--- config.mk ---
export PLATFORM = sky130hd
export DESIGN_NAME = ntt_seq_ctrl
export DESIGN_NICKNAME = d
export VERILOG_FILES = /design/src/rtl/ntt_pkg.sv /design/src/rtl/en_delay.sv /design/src/rtl/ntt_seq_ctrl.sv
export SDC_FILE = /design/constraint.sdc
export NUM_CORES = 1
export LEC_CHECK = 0
export ABC_AREA = 1
export CAP_MARGIN = 25
export CORE_AREA = 2 2 43 45
export DETAILED_ROUTE_END_ITERATION = 8
export DIE_AREA = 0 0 45 47
export PLACE_DENSITY_LB_ADDON = 0.12
export SLEW_MARGIN = 20
export SYNTH_ARGS = -nofsm -noshare
export SYNTH_HDL_FRONTEND = slang
export SYNTH_SLANG_ARGS = --single-unit
--- constraint.sdc ---
create_clock -name clk -period 2.1 [get_ports clk]
set_input_delay 0.21 -clock clk [delete_from_list [all_inputs] [get_ports clk]]
set_output_delay 0.21 -clock clk [all_outputs]
set_load 0.005 [all_outputs]
--- src/rtl/ntt_pkg.sv ---
// Shared types and size helpers for the NTT sequencing logic.
// Latency: n/a (declarations only).
// Backpressure: n/a.
package ntt_pkg;

  localparam int LOGN_DEF      = 8;
  localparam int RADIX_LOG_DEF = 4;

  typedef enum logic [2:0] {
    ST_IDLE  = 3'd0,
    ST_RUN   = 3'd1,
    ST_GAP   = 3'd2,
    ST_DRAIN = 3'd3,
    ST_DONE  = 3'd4
  } state_t;

  // Number of radix passes over the data (K).
  function automatic int num_stages(input int logn, input int radix_log);
    return logn / radix_log;
  endfunction

  // Number of radix-sized groups visited per pass (G).
  function automatic int num_groups(input int logn, input int radix_log);
    return 1 << (logn - radix_log);
  endfunction

  // Bits needed to index n items, never less than one.
  function automatic int width_of(input int n);
    return (n < 2) ? 1 : $clog2(n);
  endfunction

  function automatic int stage_w(input int logn, input int radix_log);
    return width_of(num_stages(logn, radix_log));
  endfunction

  function automatic int grp_w(input int logn, input int radix_log);
    return ((logn - radix_log) < 1) ? 1 : (logn - radix_log);
  endfunction

  // Gap counter must hold PIPE_LAT+1 after its final increment.
  function automatic int gap_w(input int pipe_lat);
    return $clog2(pipe_lat + 2);
  endfunction

endpackage

--- src/rtl/en_delay.sv ---
// Fixed-depth shift register that aligns enable/flag bits with BFU write-back.
// Latency: DEPTH cycles from din to dout.
// Backpressure: none; advances every cycle, cleared by reset so in-flight bits are dropped.
module en_delay #(
  parameter int DEPTH = 3,
  parameter int WIDTH = 1
) (
  input  logic             clk,
  input  logic             rst,
  input  logic [WIDTH-1:0] din,
  output logic [WIDTH-1:0] dout
);

  generate
    if (DEPTH == 0) begin : g_wire
      assign dout = din;
    end else begin : g_pipe
      logic [WIDTH-1:0] pipe [DEPTH];

      // Shift din through DEPTH registers; reset discards everything in flight
      always_ff @(posedge clk or posedge rst) begin
        if (rst) begin
          for (int i = 0; i < DEPTH; i++) pipe[i] <= '0;
        end else begin
          pipe[0] <= din;
          for (int i = 1; i < DEPTH; i++) pipe[i] <= pipe[i-1];
        end
      end

      assign dout = pipe[DEPTH-1];
    end
  endgenerate

endmodule

--- src/rtl/ntt_seq_ctrl.sv ---
// Sequences the AGU over K stages of G groups with a hazard gap between stages.
// Latency: agu_en one cycle after start; wb_en/wb_last trail agu_en by PIPE_LAT cycles.
// Backpressure: none; start is accepted only in IDLE and ignored otherwise.
module ntt_seq_ctrl
  import ntt_pkg::*;
#(
  parameter int LOGN      = LOGN_DEF,
  parameter int RADIX_LOG = RADIX_LOG_DEF,
  parameter int PIPE_LAT  = 3
) (
  input  logic                                 clk,
  input  logic                                 rst,
  input  logic                                 start,
  output logic                                 agu_en,
  output logic [stage_w(LOGN, RADIX_LOG)-1:0]  stage,
  output logic [grp_w(LOGN, RADIX_LOG)-1:0]    grp,
  output logic                                 wb_en,
  output logic                                 wb_last,
  output logic                                 busy,
  output logic                                 done
);

  localparam int K  = num_stages(LOGN, RADIX_LOG);
  localparam int G  = num_groups(LOGN, RADIX_LOG);
  localparam int SW = stage_w(LOGN, RADIX_LOG);
  localparam int GW = grp_w(LOGN, RADIX_LOG);
  localparam int CW = gap_w(PIPE_LAT);

  localparam logic [SW-1:0] STAGE_LAST = SW'(K - 1);
  localparam logic [GW-1:0] GRP_LAST   = GW'(G - 1);
  localparam logic [CW-1:0] GAP_LAST   = CW'(PIPE_LAT);

  generate
    if ((RADIX_LOG < 1) || (LOGN < RADIX_LOG) || ((LOGN % RADIX_LOG) != 0)) begin : g_bad_param
      $error("ntt_seq_ctrl: LOGN must be a non-zero multiple of RADIX_LOG");
    end
  endgenerate

  state_t          state;
  state_t          state_nxt;
  logic [CW-1:0]   gap_cnt;
  logic            grp_end;
  logic            stage_end;
  logic            gap_end;
  logic            agu_en_nxt;
  logic            busy_nxt;
  logic            done_nxt;
  logic            last_tap;
  logic [1:0]      dly_in;
  logic [1:0]      dly_out;

  assign grp_end   = (grp == GRP_LAST);
  assign stage_end = (stage == STAGE_LAST);
  assign gap_end   = (gap_cnt == GAP_LAST);

  // State register
  always_ff @(posedge clk or posedge rst) begin
    if (rst) state <= ST_IDLE;
    else     state <= state_nxt;
  end

  // Next-state: a stage is one unbroken burst of G enables, then a gap or the final drain
  always_comb begin
    state_nxt = state;
    case (state)
      ST_IDLE:  if (start)   state_nxt = ST_RUN;
      ST_RUN:   if (grp_end) state_nxt = stage_end ? ST_DRAIN : ST_GAP;
      ST_GAP:   if (gap_end) state_nxt = ST_RUN;
      ST_DRAIN: if (gap_end) state_nxt = ST_DONE;
      ST_DONE:               state_nxt = ST_IDLE;
      default:               state_nxt = ST_IDLE;
    endcase
  end

  // Output decode from the next state so every control output comes straight off a flop
  always_comb begin
    agu_en_nxt = 1'b0;
    busy_nxt   = 1'b0;
    done_nxt   = 1'b0;
    agu_en_nxt = (state_nxt == ST_RUN);
    busy_nxt   = (state_nxt != ST_IDLE);
    done_nxt   = (state_nxt == ST_DONE);
  end

  // Registered control outputs
  always_ff @(posedge clk or posedge rst) begin
    if (rst) begin
      agu_en <= 1'b0;
      busy   <= 1'b0;
      done   <= 1'b0;
    end else begin
      agu_en <= agu_en_nxt;
      busy   <= busy_nxt;
      done   <= done_nxt;
    end
  end

  // Group/stage/gap counters; gap counter restarts from 0 on every GAP or DRAIN entry
  always_ff @(posedge clk or posedge rst) begin
    if (rst) begin
      grp     <= '0;
      stage   <= '0;
      gap_cnt <= '0;
    end else begin
      case (state)
        ST_RUN: begin
          grp <= grp_end ? '0 : grp + 1'b1;
          if (grp_end) gap_cnt <= '0;
        end
        ST_GAP: begin
          gap_cnt <= gap_cnt + 1'b1;
          if (gap_end) stage <= stage + 1'b1;
        end
        ST_DRAIN: begin
          gap_cnt <= gap_cnt + 1'b1;
          if (gap_end) stage <= '0;
        end
        default: begin
          grp     <= '0;
          gap_cnt <= '0;
        end
      endcase
    end
  end

  // The final group of the final stage tags the write-back that closes the transform
  assign last_tap = agu_en & stage_end & grp_end;
  assign dly_in   = {last_tap, agu_en};

  en_delay #(
    .DEPTH (PIPE_LAT),
    .WIDTH (2)
  ) u_wb_dly (
    .clk  (clk),
    .rst  (rst),
    .din  (dly_in),
    .dout (dly_out)
  );

  assign wb_en   = dly_out[0];
  assign wb_last = dly_out[1];

endmodule
==> summary.md, run 1 <==
## Outcome
• run status: complete, no violations

## Clocking
• worst skew pair latency: 0.31 ns
• clock sink total: 20
• postcts setup bufs: 0
• deepest level of the CTS H-tree: 1
• Post-CTS Hold Buffers: 0
• clock buffer count from CTS: 3
• clock edge transition at the registers on the reported setup and hold paths: 0.11 ns
• Root Buffer Master: sky130_fd_sc_hd__clkbuf_4
• clk buf depth: 2
• # resized after CTS: 0
• TritonCTS clock tree: done

## Synthesis
• sequential area share after synthesis: 58.6%
• Mapped Cells: 85
• area share of fa/ha/maj cells after synthesis: 4.39%
• Synth Cell Area: 855 um2
• complex-gate fraction of the synthesized area: 7.91%
• post-synthesis sequential element count: 20
• number of warnings reported in the yosys synthesis log: 0
• multiplexer share of the synthesized area: 0%
• synthesized netlist net count: 91
• post-synthesis share of cell area spent on xor and xnor gates: 1.02%
• Distinct cells, synth: 18
• simple-gate area share of the yosys netlist: 21.5%
• average footprint of a synthesized cell: 10.1 um2
• largest family of logic cells by synthesized area: simple AND/OR/NAND/NOR gates

## Finish
• share of post-route cells with drive strength above 1: 23.8%
• commonest non-fill, non-tap cell in the layout: sky130_fd_sc_hd__dfrtp_1
• total number of nets in the final design: 108
• final design utilization: 63.5%
• Layout Cells excl Fill: 118
• count of antenna diodes in the layout: 0
• Area growth, synth to finish: 22.7%
• most frequent cells in the layout: 20 x sky130_fd_sc_hd__dfrtp_1, 12 x sky130_fd_sc_hd__nor2_1, 12 x sky130_fd_sc_hd__clkdlybuf4s50_1

## Global route
• met2 layer usage reported by global route: 24.0%
• wire length of the first global-routing pass: 2.28 mm
• number of antenna violations at the first check in global routing: 0
• total routing usage reported by global routing: 15.9%
• via count of the first global-routing pass: 520
• met1 GRT Util: 20.0%
• largest net degree at the start of global routing: 21
• layer with the highest usage after global routing: met2
• global routing usage on met3: 3.46%
• total grt overflow: 0

## Setup path
• Worst EP required: 1.89 ns
• CP peak stage delay: 0.53 ns
• Worst Setup Start Kind: flop
• ordered cell list for the critical path: clkdlybuf4s50_1
• Crit. End Element: primary output
• Levels on crit path: 1
• maximum fanout encountered on the critical timing path: 5
• crit path buf inv count: 1
• depth of the worst register-to-register path: 8
• Setup CP Type: reg2out
• data arrival at the endpoint of the critical path: 1.30 ns
• cell type group with the largest total delay on the critical path: buffers and inverters
• library cell contributing the largest single delay on the critical path: sky130_fd_sc_hd__clkdlybuf4s50_1

## Die
• Total Die Area: 2120 um2
• Die Height: 47 um
• die width: 45 um
• total number of placement rows: 15
• Ports: 13
• effective utilization at floorplan: 51.7%
• core region area: 1650 um2

## Routing
• Post-DRT Antenna Nets: 0
• number of iterations in the first detailed-routing pass: 4
• number of vias per cell after detailed routing: 5.02
• drt first-iter violations: 5
• drt wl/cell: 11.6 um
• count of unresolved DRC violations after routing: 0
• Final Routed Wirelength: 1.37 mm
• DR vias: 592

## Placement
• final weighted congestion in routability-driven placement: 0.827
• cell count after placement: 114
• Setup Slack @ Placement: 0.717 ns
• number of input and output port buffers inserted: 12
• half-perimeter wire length after detailed placement: 1.01 mm

## Worst hold path
• worst min-delay path category: in2async

## STA
• actual transition at the worst max-transition pin: 0.730 ns
• shortest clock period the worst path allows after layout: 1.51 ns
• worst relative slew slack: 51.3%
• number of pins exceeding their max-slew limit in the final report: 0
• maximum clock frequency: 664 MHz
• hold violation total from the final report: 0
• setup_tns: 0 ns
• unrepaired setup endpoints after global routing: no
• final worst setup slack: 0.595 ns
• worst clock skew: 0.00104 ns
• final worst path period share: 71.7%
• endpoints failing setup: 0

## Run
• maximum capacitance violations: 0

## Power
• leakage power total: 0.486 nW
• maximum vdd drop: 0.596 mV
• Pwr per Cell Area: 922 nW/um2

## cell type report
class | instances | area, um2
Fill cell | 133 | 603
Tap cell | 17 | 21.3
Clock inverter | 1 | 30.0
Timing Repair Buffer | 12 | 120
Inverter | 15 | 56.3
Sequential cell | 20 | 500
Clock buffer | 3 | 22.5
Multi-Input combinational cell | 50 | 298
## synth_stat cells
cell,number,area share [%]
sky130_fd_sc_hd__inv_1,8,3.5
sky130_fd_sc_hd__inv_2,7,3.1
sky130_fd_sc_hd__o211ai_1,1,0.88
sky130_fd_sc_hd__nand2_1,11,4.8
sky130_fd_sc_hd__o21ai_1,4,2.3
sky130_fd_sc_hd__xnor2_1,1,1.0
sky130_fd_sc_hd__a21oi_2,1,1.0
sky130_fd_sc_hd__nand3_2,1,1.2
sky130_fd_sc_hd__nand2_2,5,3.7
sky130_fd_sc_hd__o22ai_2,1,1.5
sky130_fd_sc_hd__nand3_1,2,1.2
sky130_fd_sc_hd__a21oi_1,2,1.2
sky130_fd_sc_hd__dfrtp_1,20,59
sky130_fd_sc_hd__nor2_2,2,1.5
sky130_fd_sc_hd__nor2_4,3,4.0
sky130_fd_sc_hd__a22o_1,1,1.0
sky130_fd_sc_hd__ha_1,3,4.4
sky130_fd_sc_hd__nor2_1,12,5.3
## path summary, 6_finish.rpt
| check | slack [ns] | endpoint | from |
|---|---|---|---|
| worst max-delay path | 0.59 | grp[2] | grp[2]$_DFFE_PP0N_ |
| worst min-delay path | 0.31 | u_wb_dly.dout[0]$_DFF_PP0_ | rst |
| worst max register to register | 0.70 | busy$_DFF_PP0_ | gap_cnt[0]$_DFFE_PP0P_ |
| worst min register to register | 0.36 | u_wb_dly.g_pipe.pipe[3]$_DFF_PP0_ | u_wb_dly.g_pipe.pipe[5]$_DFF_PP0_ |
| max in group asynchronous | 1.34 | grp[3]$_DFFE_PP0N_ | rst |
| min in group clk | 0.36 | u_wb_dly.g_pipe.pipe[3]$_DFF_PP0_ | u_wb_dly.g_pipe.pipe[5]$_DFF_PP0_ |
## flip-flops by register name, summed over array words and instances (netlist names)
name / count
grp: 4
u_wb_dly.g_pipe.pipe: 4
gap_cnt: 3
state: 3
u_wb_dly.dout: 2
agu_en: 1
busy: 1
done: 1
stage: 1
## report_power, final
group          internal (mW)  leakage [nW]  switching [mW]
registers              0.424         0.249          0.0400
logic                  0.106         0.209          0.0815
clock network          0.193        0.0279           0.123
## layer usage
metal / share of wire (%) / wire (um) / vias to the layer above
met2: 46 / 634 / 13
met5: 0 / 0 / -
met4: 3.1 / 43 / 0
met3: 4.2 / 57 / 5
met1: 46 / 637 / 275
li1: - / - / 299
## logic make-up (layout without fill, tap and decap cells)
kind of cell	Yosys count	count (layout)
and+or+nand+nor	36	36
DFF	20	20
buffers and inverters	15	31
AOI/OAI and AO/OA	10	10
adders and majority gates	3	3
xor gates and xnor gates	1	1
## metrics by stage
stage               instance area (um2)  total power, mW  hold slack (ns)
floorplan                           855            0.572            0.174
global placement                    996            0.654            0.334
detailed placement                  996            0.661            0.338
CTS                                1050            0.976            0.340
global route                       1050             1.01            0.370
finish                             1050            0.967            0.311
Note: power is estimated with default switching activity, not from simulation.
==> run 2: changes to the inputs <==
--- a/config.mk
+++ b/config.mk
@@ -7,9 +7,9 @@
 export LEC_CHECK = 0
 export ABC_AREA = 1
 export CAP_MARGIN = 25
-export CORE_AREA = 2 2 43 45
+export CORE_AREA = 2 2 45 47
 export DETAILED_ROUTE_END_ITERATION = 8
-export DIE_AREA = 0 0 45 47
+export DIE_AREA = 0 0 47 49
 export PLACE_DENSITY_LB_ADDON = 0.12
 export SLEW_MARGIN = 20
 export SYNTH_ARGS = -nofsm -noshare
==> constraint.sdc (replaced) <==
create_clock -name clk -period 1.5 [get_ports clk]
set_input_delay 0.15 -clock clk [delete_from_list [all_inputs] [get_ports clk]]
set_output_delay 0.15 -clock clk [all_outputs]
set_load 0.005 [all_outputs]
==> run 2 against run 1 <==
Against the previous run: cell area increased by 2.6%; setup slack worse by 0.50 ns; global-route usage shrank 1.5 points; register-to-register slack got worse by 0.61 ns; power rose by 42%; first-iteration DRC count up 20%; final cell count grew 10%; non-clock buffer count rose by 2; highest routed layer unchanged; hold slack worse by 0.16 ns; via count is 2.7% lower.
==> summary.md, run 2 (synthesis results as in run 1) <==
## Outcome
• run status: complete, no violations

## Routing
• drt wl/cell: 10.1 um, -13%
• Met2 Wirelength: 565 um, -11%
• number of vias per cell after detailed routing: 4.43, -12%
• Post-DRT Antenna Nets: 0, unchanged
• max layer used: met4
• met3 wirelength from detailed routing: 40 um, -30%
• DR vias: 576, -2.7%
• number of iterations in the first detailed-routing pass: 4, unchanged
• Final Routed Wirelength: 1.31 mm, -4.7%
• drt first-iter violations: 6, +1
• count of unresolved DRC violations after routing: 0, unchanged
• Routed met1 length: 663 um, +4.1%

## Placement
• number of input and output port buffers inserted: 12, unchanged
• final weighted congestion in routability-driven placement: 0.810, -2.0%
• half-perimeter wire length after detailed placement: 964 um, -4.9%

## Global route
• total grt overflow: 0, unchanged
• wire length of the first global-routing pass: 2.39 mm, +4.8%
• total routing usage reported by global routing: 14.4%, -1.5 points
• largest net degree at the start of global routing: 21, unchanged
• number of antenna violations at the first check in global routing: 0, unchanged
• via count of the first global-routing pass: 545, +4.8%

## STA
• endpoints failing setup: 0, unchanged
• shortest clock period the worst path allows after layout: 1.41 ns
• final worst path period share: 93.9%
• worst clock skew: 0.00447 ns, +0.00343 ns
• worst relative slew slack: 83.5%, +32 points
• setup_tns: 0 ns, unchanged
• hold violation total from the final report: 0, unchanged
• maximum clock frequency: 710 MHz
• number of pins exceeding their max-slew limit in the final report: 0, unchanged
• unrepaired setup endpoints after global routing: no
• actual transition at the worst max-transition pin: 0.247 ns, -0.483 ns

## Clocking
• Post-CTS Hold Buffers: 0, unchanged
• clock sink total: 20, unchanged
• TritonCTS clock tree: done
• # resized after CTS: 0, unchanged
• clock buffer count from CTS: 3, unchanged
• clk buf depth: 2, unchanged
• Root Buffer Master: sky130_fd_sc_hd__clkbuf_4
• deepest level of the CTS H-tree: 1, unchanged
• clock edge transition at the registers on the reported setup and hold paths: 0.12 ns, about the same
• worst skew pair latency: 0.31 ns, about the same

## Die
• core region area: 1840 um2, +12%
• die width: 47 um, +4.4%
• Die Height: 49 um, +4.3%
• Ports: 13, unchanged
• total number of placement rows: 16, +1
• effective utilization at floorplan: 46.4%, -5.3 points
• Total Die Area: 2300 um2, +8.9%

## Power
• Pwr per Cell Area: 1270 nW/um2, +38%
• leakage power total: 0.496 nW, +2.0%
• Pwr Total: 1.37 mW, +42%
• maximum vdd drop: 0.607 mV, +1.9%

## Setup path
• ordered cell list for the critical path: clkdlybuf4s50_1
• Worst EP required: 1.35 ns, -0.54 ns
• CP peak stage delay: 0.52 ns, about the same
• crit path buf inv count: 1, unchanged
• data arrival at the endpoint of the critical path: 1.26 ns, -0.04 ns
• cell type group with the largest total delay on the critical path: buffers and inverters
• Crit. End Element: primary output
• maximum fanout encountered on the critical timing path: 5, unchanged
• Setup CP Type: reg2out
• Worst Setup Start Kind: flop
• library cell contributing the largest single delay on the critical path: sky130_fd_sc_hd__clkdlybuf4s50_1

## Finish
• area used by multi-input combinational logic: 298 um2, unchanged
• share of post-route cells with drive strength above 1: 25.2%, +1.5 points
• total number of nets in the final design: 110, +1.9%
• number of fill cells in the layout: 163, +23%
• count of antenna diodes in the layout: 0, unchanged
• commonest non-fill, non-tap cell in the layout: sky130_fd_sc_hd__dfrtp_1
• most frequent cells in the layout: 20 x sky130_fd_sc_hd__dfrtp_1, 12 x sky130_fd_sc_hd__nor2_1, 12 x sky130_fd_sc_hd__clkdlybuf4s50_1
• Storage cell area: 500 um2, unchanged
• final design utilization: 58.4%, -5.1 points
• Area growth, synth to finish: 25.9%
• Largest regs: grp x4, u_wb_dly.g_pipe.pipe x4

## Run
• maximum capacitance violations: 0, unchanged

## Worst hold path
• worst min-delay path category: in2async

-- run 2: changes by cell type in the layout (fill, tap and decap cells not counted), sizes merged --
cell / before / now
buf: 0 / 2
-- run 2: what timing repair did --
item                                   in CTS  in global routing
endpoints found under the hold margin       0                  0
setup buffers                               0                  1
setup endpoints to repair                   0                  1
-- run 2: metrics by stage --
stage / std cells / worst slack, ns / hold slack, ns / instance area, um2
after floorplan: 85 / 0.220 / 0.114 / 855
after global placement: 125 / 0.175 / 0.333 / 1020
after detailed placement: 125 / 0.123 / 0.338 / 1020
after CTS: 129 / 0.0592 / 0.167 / 1070
after global routing: 130 / 0.00521 / 0.199 / 1080
final: 130 / 0.0920 / 0.151 / 1080
-- run 2: worst paths after layout --
path | startpoint | cells after the start | slack [ns] | endpoint
min in group clk | u_wb_dly.g_pipe.pipe[2]$_DFF_PP0_ | 0 | 0.36 | u_wb_dly.dout[0]$_DFF_PP0_
hold / removal | rst | 3 | 0.15 | grp[2]$_DFFE_PP0N_
setup reg to reg | gap_cnt[0]$_DFFE_PP0P_ | 8 | 0.09 | busy$_DFF_PP0_
setup / recovery | stage$_DFFE_PP0P_ | 1 | 0.09 | stage
hold reg to reg | u_wb_dly.g_pipe.pipe[2]$_DFF_PP0_ | 0 | 0.36 | u_wb_dly.dout[0]$_DFF_PP0_
max in group asynchronous | rst | 3 | 1.15 | u_wb_dly.g_pipe.pipe[3]$_DFF_PP0_
-- run 2: area by class of cell --
| class | count | share of cell area [%] |
|---|---|---|
| clock buffer | 3 | 2.09 |
| inverter | 15 | 5.23 |
| timing repair buffer | 14 | 12.6 |
| multi-input combinational | 50 | 27.7 |
| tap | 27 | 3.14 |
| clock inverter | 1 | 2.79 |
| sequential | 20 | 46.5 |
-- run 2: metal layers --
metal / track usage [%] / up-vias
li1: - / 297
met1: 21.2 / 262
met2: 19.6 / 12
met3: 3.33 / 5
met4: 6.94 / 0
met5: 0 / -
-- run 2: power breakdown --
group / internal, mW / switching [mW]
Clock: 0.270 / 0.173
Combinational: 0.167 / 0.131
Sequential: 0.593 / 0.0372
==> run 3: changes to the inputs <==
--- a/config.mk
+++ b/config.mk
@@ -11,6 +11,7 @@
 export DETAILED_ROUTE_END_ITERATION = 8
 export DIE_AREA = 0 0 47 49
 export PLACE_DENSITY_LB_ADDON = 0.12
+export SKIP_LAST_GASP = 1
 export SLEW_MARGIN = 20
 export SYNTH_ARGS = -nofsm -noshare
 export SYNTH_HDL_FRONTEND = slang
==> results of run 3 <==
The final DEF is identical to that of run 2; final timing and power are the same.
